$ cat src/rtl/sram_bus_master_if.sv
// Bundles the core request port and the asynchronous byte-wide SRAM pins for sram_bus_master.
// The master modport is the controller's view and the slave modport is the core/SRAM side.
interface sram_bus_master_if #(
    parameter int ADDR_WIDTH = 15
);
    logic                  REQ;
    logic                  WR;
    logic [ADDR_WIDTH-1:0] ADDR;
    logic [7:0]            WDATA;
    logic                  READY;
    logic                  RVALID;
    logic [7:0]            RDATA;
    logic [ADDR_WIDTH-1:0] A;
    logic [7:0]            D;
    logic [7:0]            Q;
    logic                  CS_bar;
    logic                  OE_bar;
    logic                  WE_bar;

    modport master (
        input  REQ, WR, ADDR, WDATA, Q,
        output READY, RVALID, RDATA, A, D, CS_bar, OE_bar, WE_bar
    );

    modport slave (
        output REQ, WR, ADDR, WDATA, Q,
        input  READY, RVALID, RDATA, A, D, CS_bar, OE_bar, WE_bar
    );
endinterface

$ cat src/rtl/sram_bus_master.sv
// Sequences single-cycle core requests into SETUP/ACCESS/HOLD cycles on an asynchronous SRAM.
// Optional macro SRAM_MASTER_FAST_READ_EN: reads return to IDLE on the capture edge and skip HOLD.
module sram_bus_master #(
    parameter int ADDR_WIDTH = 15,
    parameter int READ_WAIT  = 2,
    parameter int WRITE_WAIT = 2
) (
    input  logic              CLK,
    input  logic              RST_bar,
    sram_bus_master_if.master bus
);
    typedef enum logic [1:0] {IDLE, SETUP, ACCESS, HOLD} state_t;

    localparam logic [3:0] RD_WAIT = 4'(READ_WAIT);
    localparam logic [3:0] WR_WAIT = 4'(WRITE_WAIT);

    state_t                state, state_nx;
    logic [3:0]            cnt, cnt_nx;
    logic                  wr_q;
    logic                  cs_n, oe_n, we_n;
    logic                  cs_n_nx, oe_n_nx, we_n_nx;
    logic [ADDR_WIDTH-1:0] a_q;
    logic [7:0]            d_q;
    logic [7:0]            rdata_q;
    logic                  rvalid_q;
    logic                  accept;
    logic                  capture;

    assign accept  = bus.REQ && (state == IDLE);
    assign capture = (state == ACCESS) && (cnt == 4'd0) && !wr_q;

    // Strobes are computed for the state being entered, so every SRAM pin comes straight from a flop.
    always_comb begin
        state_nx = state;
        cnt_nx   = cnt;
        cs_n_nx  = 1'b1;
        oe_n_nx  = 1'b1;
        we_n_nx  = 1'b1;
        case (state)
            IDLE: begin
                if (accept) begin
                    state_nx = SETUP;
                    cs_n_nx  = 1'b0;
                    oe_n_nx  = bus.WR;
                end
            end
            SETUP: begin
                state_nx = ACCESS;
                cnt_nx   = wr_q ? WR_WAIT : RD_WAIT;
                cs_n_nx  = 1'b0;
                oe_n_nx  = wr_q;
                we_n_nx  = !wr_q;
            end
            ACCESS: begin
                if (cnt == 4'd0) begin
`ifdef SRAM_MASTER_FAST_READ_EN
                    state_nx = wr_q ? HOLD : IDLE;
`else
                    state_nx = HOLD;
`endif
                    // Writes keep CS low through HOLD so A/D are held past the WE rising edge.
                    cs_n_nx  = !wr_q;
                end else begin
                    cnt_nx  = cnt - 4'd1;
                    cs_n_nx = 1'b0;
                    oe_n_nx = wr_q;
                    we_n_nx = !wr_q;
                end
            end
            HOLD: begin
                state_nx = IDLE;
            end
            default: begin
                state_nx = IDLE;
            end
        endcase
    end

    always_ff @(posedge CLK or negedge RST_bar) begin
        if (!RST_bar) begin
            state <= IDLE;
            cnt   <= 4'd0;
            wr_q  <= 1'b0;
            cs_n  <= 1'b1;
            oe_n  <= 1'b1;
            we_n  <= 1'b1;
        end else begin
            state <= state_nx;
            cnt   <= cnt_nx;
            cs_n  <= cs_n_nx;
            oe_n  <= oe_n_nx;
            we_n  <= we_n_nx;
            if (accept) begin
                wr_q <= bus.WR;
            end
        end
    end

    always_ff @(posedge CLK or negedge RST_bar) begin
        if (!RST_bar) begin
            a_q      <= '0;
            d_q      <= 8'd0;
            rdata_q  <= 8'd0;
            rvalid_q <= 1'b0;
        end else begin
            rvalid_q <= capture;
            if (capture) begin
                rdata_q <= bus.Q;
            end
            if (accept) begin
                a_q <= bus.ADDR;
                d_q <= bus.WDATA;
            end
        end
    end

    assign bus.READY  = (state == IDLE);
    assign bus.RVALID = rvalid_q;
    assign bus.RDATA  = rdata_q;
    assign bus.A      = a_q;
    assign bus.D      = d_q;
    assign bus.CS_bar = cs_n;
    assign bus.OE_bar = oe_n;
    assign bus.WE_bar = we_n;
endmodule

$ cat src/flat_wrapper.sv
// flat-port wrapper written by rule: the top's interface ports become plain ports
module sram_bus_master_flat 
#(
    parameter int ADDR_WIDTH = 15,
    parameter int READ_WAIT  = 2,
    parameter int WRITE_WAIT = 2
)
  (CLK, RST_bar, bus_REQ, bus_WR, bus_ADDR, bus_WDATA, bus_Q, bus_READY, bus_RVALID, bus_RDATA, bus_A, bus_D, bus_CS_bar, bus_OE_bar, bus_WE_bar);
  sram_bus_master_if #(.ADDR_WIDTH(ADDR_WIDTH)) bus_i ();
  input  logic CLK;
  input  logic RST_bar;
  input wire logic [$bits(bus_i.REQ)-1:0] bus_REQ;
  input wire logic [$bits(bus_i.WR)-1:0] bus_WR;
  input wire logic [$bits(bus_i.ADDR)-1:0] bus_ADDR;
  input wire logic [$bits(bus_i.WDATA)-1:0] bus_WDATA;
  input wire logic [$bits(bus_i.Q)-1:0] bus_Q;
  output wire logic [$bits(bus_i.READY)-1:0] bus_READY;
  output wire logic [$bits(bus_i.RVALID)-1:0] bus_RVALID;
  output wire logic [$bits(bus_i.RDATA)-1:0] bus_RDATA;
  output wire logic [$bits(bus_i.A)-1:0] bus_A;
  output wire logic [$bits(bus_i.D)-1:0] bus_D;
  output wire logic [$bits(bus_i.CS_bar)-1:0] bus_CS_bar;
  output wire logic [$bits(bus_i.OE_bar)-1:0] bus_OE_bar;
  output wire logic [$bits(bus_i.WE_bar)-1:0] bus_WE_bar;
  assign bus_i.REQ = bus_REQ;
  assign bus_i.WR = bus_WR;
  assign bus_i.ADDR = bus_ADDR;
  assign bus_i.WDATA = bus_WDATA;
  assign bus_i.Q = bus_Q;
  assign bus_READY = bus_i.READY;
  assign bus_RVALID = bus_i.RVALID;
  assign bus_RDATA = bus_i.RDATA;
  assign bus_A = bus_i.A;
  assign bus_D = bus_i.D;
  assign bus_CS_bar = bus_i.CS_bar;
  assign bus_OE_bar = bus_i.OE_bar;
  assign bus_WE_bar = bus_i.WE_bar;
  sram_bus_master #(.ADDR_WIDTH(ADDR_WIDTH), .READ_WAIT(READ_WAIT), .WRITE_WAIT(WRITE_WAIT)) u_core (.CLK(CLK), .RST_bar(RST_bar), .bus(bus_i));
endmodule
$ cat config.mk
export PLATFORM = sky130hd
export DESIGN_NAME = sram_bus_master_flat
export DESIGN_NICKNAME = d
export VERILOG_FILES = /design/src/rtl/sram_bus_master_if.sv /design/src/rtl/sram_bus_master.sv /design/src/flat_wrapper.sv
export SDC_FILE = /design/constraint.sdc
export NUM_CORES = 1
export LEC_CHECK = 0
export BUFFER_PORTS_ARGS = -buffer_cell sky130_fd_sc_hd__buf_2
export CORE_UTILIZATION = 51
export CTS_CLUSTER_DIAMETER = 120
export DETAILED_ROUTE_END_ITERATION = 7
export GPL_TIMING_DRIVEN = 1
export PLACE_DENSITY = 0.84
export SYNTH_ARGS = -nofsm -noshare
export SYNTH_HDL_FRONTEND = slang
export SYNTH_SLANG_ARGS = --single-unit
$ cat constraint.sdc
create_clock -name CLK -period 4.1 [get_ports CLK]
set_input_delay 0.615 -clock CLK [delete_from_list [all_inputs] [get_ports CLK]]
set_output_delay 0.615 -clock CLK [all_outputs]
set_load 0.05 [all_outputs]
-- After elaboration in Yosys (flattened, before gate mapping)
Index checks and enable logic that the tools add are counted.
- register bits: 42
- input port bits: 35
- output and inout port bits: 36
- logic and storage cells: 39
- $add $sub $neg: 1
- equality and inequality tests: 6
- multiplexer cells: 13
- reduce and logical (&&, ||, !) cells: 9
- operator list (operator ; count):
    one-hot mux 2 bit (4 select lines) ; 1
    one-hot mux 4 bit (2 select lines) ; 1
    one-hot mux 1 bit (3 select lines) ; 2
    two-way mux 1 bit ; 5
    == test 2 bit (second input constant) ; 2
    logical NOT 4 bit ; 1
    two-way mux 2 bit ; 2
    two-way mux 4 bit ; 1
    != test 2 bit (second input constant) ; 2
    AND reduction 2 bit ; 2
    subtractor 4 x 1 -> 4 bit (second input constant) ; 1
    logical AND 1 bit ; 3
    == test 2 x 1 -> 1 bit (second input constant) ; 1
    logical NOT 2 bit ; 1
    != test 2 x 1 -> 1 bit (second input constant) ; 1
    one-hot mux 1 bit (2 select lines) ; 1
    nonzero test 2 bit ; 1
    logical NOT 1 bit ; 1

-- Logic depth before layout (Yosys ltp)
Gate-level depths: netlist of run 1.
- depth in word-level cells: 4
- gate-level depth with buffers: 5
- depth with buffers taken out: 5

-- Worst setup path before layout of run 1
OpenSTA, ideal clock, no wires.
- kind: register to register
- start point: register u_core.state[0]
- end point: register u_core.a_q[0], in the netlist u_core.bus.A[0]
- library setup time: 125 ps
- arrival time: 1735 ps
- required time: 3975 ps
- setup slack: 2240 ps
- cell stages (with the launch flop): 6
- buffers on the path: 1
- period minus slack after synthesis: 1860 ps
- cells stage by stage: dfrtp_1 > inv_1 > ha_1 > nand2_1 > buf_2 > mux2_2
- word-level cells in the longest chain between the ends: 2
- ends and longest elaborated chain (item ; RTL line ; text):
    from (decl) ; sram_bus_master.sv:17 ; state_t state, state_nx;
    from (signal assigned) ; sram_bus_master.sv:88 ; state <= state_nx;
    logical NOT 2 bit ; -- ;
    named net bus_READY ; flat_wrapper.sv:17 ; output wire logic [$bits(bus_i.READY)-1:0] bus_READY;
    logical AND 1 bit ; sram_bus_master.sv:29 ; assign accept = bus.REQ && (state == IDLE);
    to (signal assigned) ; sram_bus_master.sv:111 ; a_q <= bus.ADDR;
    to (decl) ; sram_bus_master.sv:22 ; logic [ADDR_WIDTH-1:0] a_q;
The timed path passes the listed nets, and every way through them passes these cells.
A chain may end at the register's enable or synchronous reset.

-- Worst setup path after layout of run 1
- start point: register u_core.state[1]
- end point: output port bus_READY
- word-level cells in the longest chain between the ends: 1
- ends and longest elaborated chain (item ; RTL line ; text):
    logical NOT 2 bit ; sram_bus_master.sv:117 ; assign bus.READY = (state == IDLE);
    to (decl) ; flat_wrapper.sv:17 ;
No other way between the ends.

==> results of run 1 <==
placed cells by master, fill, tap and decap left out:
| master | netlist | routed |
|---|---|---|
| buf_2 | 3 | 70 |
| dfrtp_1 | 39 | 39 |
| mux2_2 | 31 | 31 |
| inv_1 | 9 | 9 |
| ha_1 | 6 | 6 |
| clkbuf_4 | 0 | 5 |
| a21oi_1 | 3 | 3 |
| nor2_1 | 3 | 3 |
| o21ai_0 | 3 | 3 |
| nand2_1 | 3 | 3 |
| dfstp_2 | 3 | 3 |
| nand2b_1 | 2 | 2 |
| mux2_1 | 2 | 2 |
| nor3b_4 | 1 | 1 |
| nand3_4 | 1 | 1 |
| nor2b_1 | 1 | 1 |
| nor3_1 | 1 | 1 |
| o2111ai_1 | 1 | 1 |
| o221ai_1 | 1 | 1 |
| or3b_4 | 1 | 1 |
| a21oi_2 | 1 | 1 |
| nand4b_1 | 1 | 1 |
| o2bb2ai_1 | 1 | 1 |
| nand3_1 | 1 | 1 |
| a21boi_0 | 1 | 1 |
| o22a_1 | 1 | 1 |
| mux2i_1 | 1 | 1 |
| o32a_1 | 1 | 1 |
| clkinvlp_4 | 0 | 1 |
| clkbuf_8 | 0 | 1 |
| clkinv_2 | 0 | 1 |
cells in the mapped netlist (2+ instances only):
| cell type | instances | area share |
|---|---|---|
| a21oi_1 | 3 | 0.0085 |
| buf_2 | 3 | 0.0085 |
| dfrtp_1 | 39 | 0.55 |
| dfstp_2 | 3 | 0.045 |
| ha_1 | 6 | 0.043 |
| inv_1 | 9 | 0.019 |
| mux2_1 | 2 | 0.013 |
| mux2_2 | 31 | 0.20 |
| nand2_1 | 3 | 0.0064 |
| nand2b_1 | 2 | 0.0071 |
| nor2_1 | 3 | 0.0064 |
| o21ai_0 | 3 | 0.0085 |
worst paths after layout:
| path | start | endpoint | slack (ns) | cells after the start |
|---|---|---|---|---|
| worst max-delay path | u_core.state[1] | bus_READY | 2.07 | 3 |
| worst min-delay path | RST_bar | u_core.bus.D[4] | 0.37 | 1 |
| worst max register to register | u_core.state[0] | u_core.bus.A[7] | 2.13 | 4 |
| worst min register to register | u_core.bus.RDATA[7] | u_core.bus.RDATA[7] | 0.50 | 1 |
| max in group asynchronous | RST_bar | u_core.bus.RDATA[0] | 3.18 | 1 |
| min in group CLK | bus_Q[7] | u_core.bus.RDATA[7] | 0.47 | 2 |
flip-flops by register name, indices dropped and copies added, names as in the netlist, 2 cells and up:
| signal | flops |
|---|---|
| u_core.bus.A | 15 |
| u_core.bus.D | 8 |
| u_core.cnt | 4 |
| u_core.state | 2 |
| u_core.bus.RDATA | 8 |
metrics by stage:
step | setup WS [ns] | hold WS, ns | instance area (sq um) | instances
floorplan | 2.24 | 0.319 | 1760 | 122
global placement | 2.18 | 0.471 | 2150 | 233
detailed placement | 2.13 | 0.480 | 2150 | 233
CTS | 2.06 | 0.393 | 2210 | 241
global route | 1.98 | 0.428 | 2210 | 241
finish | 2.07 | 0.371 | 2210 | 241
metal layers:
layer  GRT usage  wire length (um)
met1       0.207              1290
met2       0.319              1520
met3      0.0832               301
met4      0.0942                46
met5           0                 0
worst register-to-register path, stage by stage, from the launching register on:
cell	delay, ns
dfrtp_1	0.42
inv_1	0.10
ha_1	0.25
nand2_1	0.68
mux2_2	0.43
final cells by class:
class	instances	area [sq um]
Clock buffer	6	51.3
Fill cell	224	940
Sequential cell	42	1050
Multi-Input combinational cell	68	656
Timing Repair Buffer	70	350
Clock inverter	2	12.5
Inverter	9	33.8
Tap cell	44	55.1
cell families after synthesis:
group,count (synthesis),synth area share
flip-flops,42,0.600
adder cells (fa/ha/maj),6,0.0427
AO/OA/AOI/OAI,13,0.0519
AND/OR/NAND/NOR,15,0.0612
multiplexers,34,0.217
buffers and inverters,12,0.0277
==> impl_metrics.env, run 1 <==
export IMPL_setup_viol=0
export IMPL_crit_path_max_fanout=4
export IMPL_max_slew_margin_rel=0.392
export IMPL_crit_chain="inv_1, ha_1, buf_2"
export IMPL_critPathSlowestCell="dfrtp_1"
export IMPL_clock_path_buffers=2
export IMPL_rsz0062_at_grt="false"
export IMPL_utilization=0.702
export IMPL_numCtsBuffers=5
export IMPL_synth_enable_flop_cells=0
export IMPL_root_buffer="clkbuf_4"
export IMPL_nets=237
export IMPL_worstPathArrival_ns=1.42
export IMPL_routed_wl_um=3160
export IMPL_dieArea_sq_um=3690
export IMPL_drv_cap=0
export IMPL_start_util=0.558
export IMPL_syn_nets=163
export IMPL_antenna_found_initial=0
export IMPL_drive_above_1_share=0.589
export IMPL_fin_setup_tns_ns=0
export IMPL_synth_warnings=0
export IMPL_vias_per_cell=5.13
export IMPL_first_pass_iters=4
export IMPL_yosysUniqueCellTypes=27
export IMPL_skew_ns=0.00477
export IMPL_gr_total_overflow=0
export IMPL_drv_slew=0
export IMPL_drc_errors=0
export IMPL_critical_path_max_stage_delay_ns=0.43
export IMPL_grt_max_degree=43
export IMPL_syn_area_sq_um=1760
export IMPL_insertion_delay_ns=0.35
export IMPL_chipWidth_um=60.7
export IMPL_path_delay_family="flip-flops"
export IMPL_max_freq_mhz=492
export IMPL_cts_tree="done"
export IMPL_ys_async_sr_fraction=1.00
export IMPL_drt_antenna_violating_nets=0
export IMPL_portBuffers=70
export IMPL_ios=71
export IMPL_syn_inst=122
export IMPL_synth_avg_cell_area_sq_um=14.4
export IMPL_hp_class="primary input to async pin"
export IMPL_crit_type="flip-flop to output port"
export IMPL_ys_flop_type="dfrtp_1"
export IMPL_drt_first_iter_violations=32
export IMPL_status="finished clean"
export IMPL_fin_crit_ns=2.03
export IMPL_hold_violations=0
export IMPL_cp_data_required_time_ns=3.48
export IMPL_clk_pin_slew_ns=0.12
export IMPL_core_area_sq_um=3150
export IMPL_rows=20
export IMPL_wl_per_cell_um=13.1
export IMPL_diodes=0
export IMPL_worstSetupStartpointType="flip-flop"
export IMPL_vias=1237
export IMPL_worstMarginPinSlew_ns=0.910
export IMPL_hpwl_um=2380
export IMPL_ctsResizeCount=0
export IMPL_seq_area_frac_synth=0.600
export IMPL_finalCritPeriodShare=0.496
export IMPL_critPathBufInv=2
export IMPL_gp_congestion=0.743
export IMPL_cts_hold_buf=0
export IMPL_grt_util_all_layers=0.190
export IMPL_cts_htree_levels=2
export IMPL_clock_sinks=42
export IMPL_first_global_vias=1198
export IMPL_cp_end_kind="output port"
export IMPL_ys_ff_latch=42
export IMPL_synthToLayoutAreaGrowth_pct=25.8
export IMPL_die_h_um=60.7
export IMPL_grt_pass1_wl_um=4980
export IMPL_post_cts_setup_buffer_count=0
Power of run 1 is left out: the tool's default activity adds up to more than one toggle a clock period on the data nets, which glitch-free logic cannot reach.
==> run 2, diff against run 1 <==
--- a/config.mk
+++ b/config.mk
@@ -6,11 +6,11 @@
 export NUM_CORES = 1
 export LEC_CHECK = 0
 export BUFFER_PORTS_ARGS = -buffer_cell sky130_fd_sc_hd__buf_2
-export CORE_UTILIZATION = 51
+export CORE_UTILIZATION = 43
 export CTS_CLUSTER_DIAMETER = 120
 export DETAILED_ROUTE_END_ITERATION = 7
 export GPL_TIMING_DRIVEN = 1
-export PLACE_DENSITY = 0.84
+export PLACE_DENSITY = 0.75
 export SYNTH_ARGS = -nofsm -noshare
 export SYNTH_HDL_FRONTEND = slang
 export SYNTH_SLANG_ARGS = --single-unit
==> constraint.sdc (replaced) <==
create_clock -name CLK -period 1.7 [get_ports CLK]
set_input_delay 0.255 -clock CLK [delete_from_list [all_inputs] [get_ports CLK]]
set_output_delay 0.255 -clock CLK [all_outputs]
set_load 0.05 [all_outputs]
==> run 2 against run 1 <==
Sequential share of layout area decreased by 3.0 points. Largest cell class unchanged. Critical endpoint is now u_core.state[1]. Die area is 18% higher. Final cell count grew 4.1%. Highest routed layer unchanged. Non-clock buffer count up 6. Critical path depth rose by 2. Global-route usage down 2.9 points. First-iteration DRC count decreased by 9.4%.
==> impl_metrics.env, run 2 (synthesis gave the netlist of run 1 again) <==
export IMPL_status="finished clean"
export IMPL_root_buffer="clkbuf_8"
export IMPL_finalCritPeriodShare=0.967
export IMPL_antenna_found_initial=0
export IMPL_drive_above_1_share=0.611
export IMPL_hp_class="primary input to flip-flop"
export IMPL_rows=22
export IMPL_drv_cap=0
export IMPL_gr_total_overflow=0
export IMPL_routed_wl_um=3160
export IMPL_fin_ws_ns=0.0554
export IMPL_cp_data_required_time_ns=1.87
export IMPL_clk_pin_slew_ns=0.08
export IMPL_vias_per_cell=4.80
export IMPL_drt_antenna_violating_nets=0
export IMPL_largest_reg_flops=15
export IMPL_layout_common_cells="buf_2, dfrtp_1, mux2_2"
export IMPL_final_common_cell="buf_2"
export IMPL_setup_viol=0
export IMPL_chipWidth_um=66.0
export IMPL_clock_path_buffers=2
export IMPL_cts_htree_levels=2
export IMPL_first_pass_iters=3
export IMPL_skew_ns=0.00531
export IMPL_crit_type="flip-flop to flip-flop"
export IMPL_cp_end_kind="flip-flop"
export IMPL_grt_max_degree=43
export IMPL_numCtsBuffers=5
export IMPL_gp_congestion=0.759
export IMPL_drt_first_iter_violations=29
export IMPL_nets=243
export IMPL_grt_util_all_layers=0.162
export IMPL_dieArea_sq_um=4350
export IMPL_max_slew_margin_rel=0.787
export IMPL_max_freq_mhz=608
export IMPL_drt_met1_wl_um=1340
export IMPL_portBuffers=70
export IMPL_drc_errors=0
export IMPL_multi_input_area_sq_um=678
export IMPL_grt_pass1_wl_um=5110
export IMPL_worstSetupStartpointType="flip-flop"
export IMPL_start_util=0.463
export IMPL_dpl_worst_slack_ns=-0.00721
export IMPL_die_h_um=66.0
export IMPL_cts_tree="done"
export IMPL_nFillCells=302
export IMPL_hpwl_um=2400
export IMPL_synthToLayoutAreaGrowth_pct=34.1
export IMPL_worstPathArrival_ns=1.81
export IMPL_drv_slew=0
export IMPL_topRoutingLayerUsed="met4"
export IMPL_clock_sinks=42
export IMPL_wl_met3_um=321
export IMPL_met2_length_um=1450
export IMPL_crit_path_max_fanout=5
export IMPL_ios=71
export IMPL_hold_violations=0
export IMPL_fin_crit_ns=1.64
export IMPL_worstMarginPinSlew_ns=0.319
export IMPL_core_area_sq_um=3800
export IMPL_vias=1206
export IMPL_wl_per_cell_um=12.6
export IMPL_first_global_vias=1193
export IMPL_register_area_sq_um=1050
export IMPL_diodes=0
export IMPL_insertion_delay_ns=0.29
-- run 2: cell types whose count changed in the layout (fill, tap and decap cells not counted), sizes merged --
cell / before / now
clkinv: 1 / 0
clkinvlp: 1 / 0
buf: 70 / 75
dlygate4sd3: 0 / 1
clkbuf: 6 / 8
-- run 2: final timing paths --
path | startpoint | endpoint | slack [ns] | cells after the start
min | bus_Q[7] | u_core.bus.RDATA[7] | 0.18 | 2
max | u_core.cnt[0] | u_core.state[1] | 0.06 | 5
min in group asynchronous | RST_bar | u_core.bus.D[6] | 0.46 | 3
max reg2reg | u_core.cnt[0] | u_core.state[1] | 0.06 | 5
max in group asynchronous | RST_bar | u_core.bus.CS_bar | 0.97 | 3
min reg2reg | u_core.bus.A[5] | u_core.bus.A[5] | 0.50 | 1
-- run 2: final cells by class --
| class | instances | area share |
|---|---|---|
| Clock buffer | 8 | 0.0467 |
| Inverter | 9 | 0.0143 |
| Multi-Input combinational cell | 68 | 0.287 |
| Sequential cell | 42 | 0.447 |
| Tap cell | 48 | 0.0255 |
| Timing Repair Buffer | 76 | 0.179 |
-- run 2: routing by layer --
layer	GRT usage	vias up
met1	0.183	563
met2	0.264	61
met5	0	-
met4	0.0691	0
met3	0.0707	4
li1	-	578
-- run 2: per-stage QoR --
| stage | TNS (ns) | std cells | utilization | instance area [sq um] | hold WS (ns) |
|---|---|---|---|---|---|
| 2_1_floorplan | 0 | 122 | - | 1760 | -0.0406 |
| 3_3_place_gp | 0 | 241 | 0.582 | 2210 | 0.238 |
| 3_5_place_dp | -0.00721 | 241 | 0.582 | 2210 | 0.244 |
| 4_1_cts | 0 | 250 | 0.615 | 2330 | 0.177 |
| 5_1_grt | -0.00564 | 251 | 0.621 | 2360 | 0.173 |
| 6_report | 0 | 251 | 0.621 | 2360 | 0.182 |
-- run 2: worst max-delay path: stages, from the launching register on --
cell	delay [ns]
dfrtp_1	0.39
inv_2	0.07
ha_4	0.15
or3b_4	0.40
a21oi_4	0.17
mux2_1	0.34
-- run 2: repair_timing --
| item | CTS | global route |
|---|---|---|
| resized for setup | 1 | 3 |
| hold endpoints to repair | 39 | 0 |
| buffers inserted | 0 | 1 |
| hold buffers | 1 | 0 |
| setup endpoints to repair | 1 | 3 |
Power of run 2 is left out for the same reason.
==> run 3, diff against run 2 <==
--- a/config.mk
+++ b/config.mk
@@ -6,6 +6,7 @@
 export NUM_CORES = 1
 export LEC_CHECK = 0
 export BUFFER_PORTS_ARGS = -buffer_cell sky130_fd_sc_hd__buf_2
+export CORE_MARGIN = 4
 export CORE_UTILIZATION = 43
 export CTS_CLUSTER_DIAMETER = 120
 export DETAILED_ROUTE_END_ITERATION = 7
==> run 3 against run 2 <==
Die area is 19% higher. Maximum frequency is 0.92% lower. Utilization is 0.79 points lower. Critical endpoint unchanged. Global-route usage is 1.6 points lower. Routed wire length is 13% higher. Largest cell class unchanged.
==> impl_metrics.env, run 3 (synthesis gave the netlist of run 1 again) <==
export IMPL_worstSetupStartpointType="flip-flop"
export IMPL_gr_total_overflow=0
export IMPL_first_global_vias=1323
export IMPL_first_pass_iters=4
export IMPL_drt_antenna_violating_nets=0
export IMPL_drv_cap=0
export IMPL_cts_tree="done"
export IMPL_gp_congestion=0.906
export IMPL_insertion_delay_ns=0.28
export IMPL_hpwl_um=2800
export IMPL_dieArea_sq_um=5180
export IMPL_diodes=0
export IMPL_clk_pin_slew_ns=0.07
export IMPL_fin_crit_ns=1.66
export IMPL_whs_ns=0.186
export IMPL_clock_path_buffers=2
export IMPL_portBuffers=70
export IMPL_crit_type="flip-flop to flip-flop"
export IMPL_fin_setup_tns_ns=0
export IMPL_start_util=0.463
export IMPL_grt_pass1_wl_um=5800
export IMPL_antenna_found_initial=0
export IMPL_grt_util_all_layers=0.145
export IMPL_root_buffer="clkbuf_8"
export IMPL_nFillCells=319
export IMPL_vias=1242
export IMPL_worstMarginPinSlew_ns=0.497
export IMPL_drv_slew=0
export IMPL_layout_cells_non_filler=251
export IMPL_cp_data_required_time_ns=1.87
export IMPL_drt_first_iter_violations=50
export IMPL_clock_sinks=42
export IMPL_rows=22
export IMPL_wl_per_cell_um=14.3
export IMPL_die_h_um=72.0
export IMPL_drc_errors=0
export IMPL_vias_per_cell=4.95
export IMPL_max_slew_margin_rel=0.669
export IMPL_dpl_worst_slack_ns=-0.0147
export IMPL_hp_class="primary input to flip-flop"
export IMPL_nets=243
export IMPL_status="finished clean"
export IMPL_grt_max_degree=23
export IMPL_synthToLayoutAreaGrowth_pct=32.4
export IMPL_final_common_cell="buf_2"
export IMPL_dp_cells=241
export IMPL_fin_ws_ns=0.0401
export IMPL_numCtsBuffers=5
export IMPL_cp_end_kind="flip-flop"
export IMPL_crit_path_max_fanout=5
export IMPL_worstPathArrival_ns=1.83
export IMPL_max_freq_mhz=602
export IMPL_routed_wl_um=3580
export IMPL_core_area_sq_um=3800
export IMPL_drive_above_1_share=0.591
export IMPL_layout_common_cells="buf_2, dfrtp_1, mux2_2"
export IMPL_chipWidth_um=72.0
export IMPL_skew_ns=0.00628
export IMPL_setup_viol=0
export IMPL_hold_violations=0
export IMPL_ios=71
export IMPL_cts_htree_levels=2
export IMPL_finalCritPeriodShare=0.976
export IMPL_largest_reg_flops=15
run 3: changes by cell type in the layout (fill, tap and decap cells not counted):
cell	before	now
clkbuf_1	0	3
clkbuf_8	8	5
inv_1	8	9
inv_2	1	0
run 3: timing repair:
item | in CTS | in global routing
hold endpoints to repair | 20 | 0
endpoints found under the setup margin | 1 | 2
resized for setup | 1 | 2
buffers inserted | 0 | 1
hold buffers | 1 | 0
run 3: routing by layer:
metal  global-route usage  part of all wire  wire length [um]  up-vias
met5                    0                 0                 0        -
li1                     -                 -                 -      585
met1                0.174              0.41              1450      584
met3               0.0568              0.12               420        6
met4               0.0564             0.013                47        0
met2                0.237              0.46              1660       67
run 3: final timing paths:
path | startpoint | endpoint | slack, ns | cells past startpoint
max | u_core.cnt[1] | u_core.state[1] | 0.04 | 5
min | bus_Q[7] | u_core.bus.RDATA[7] | 0.19 | 2
max reg2reg | u_core.cnt[1] | u_core.state[1] | 0.04 | 5
min reg2reg | u_core.bus.RDATA[7] | u_core.bus.RDATA[7] | 0.49 | 1
max in group asynchronous | RST_bar | u_core.bus.CS_bar | 0.68 | 3
min in group asynchronous | RST_bar | u_core.state[1] | 0.47 | 2
run 3: per-stage QoR:
step           utilization  area (sq um)
2_1_floorplan            -          1760
3_3_place_gp         0.582          2210
3_5_place_dp         0.582          2210
4_1_cts              0.607          2300
5_1_grt              0.613          2330
6_report             0.613          2330
run 3: worst max-delay path, stage by stage, from the launching register on:
cell	delay, ns
dfrtp_1	0.39
inv_1	0.10
ha_4	0.16
or3b_4	0.40
a21oi_4	0.17
mux2_1	0.33
run 3: cell type report:
type                       count  area, sq um  area share
timing repair buffer          76          423       0.182
tap                           48         60.1      0.0258
inverter                       9         33.8      0.0145
sequential                    42         1050       0.453
multi-input combinational     68          678       0.291
clock buffer                   8         80.1      0.0344
Power of run 3 is left out for the same reason.
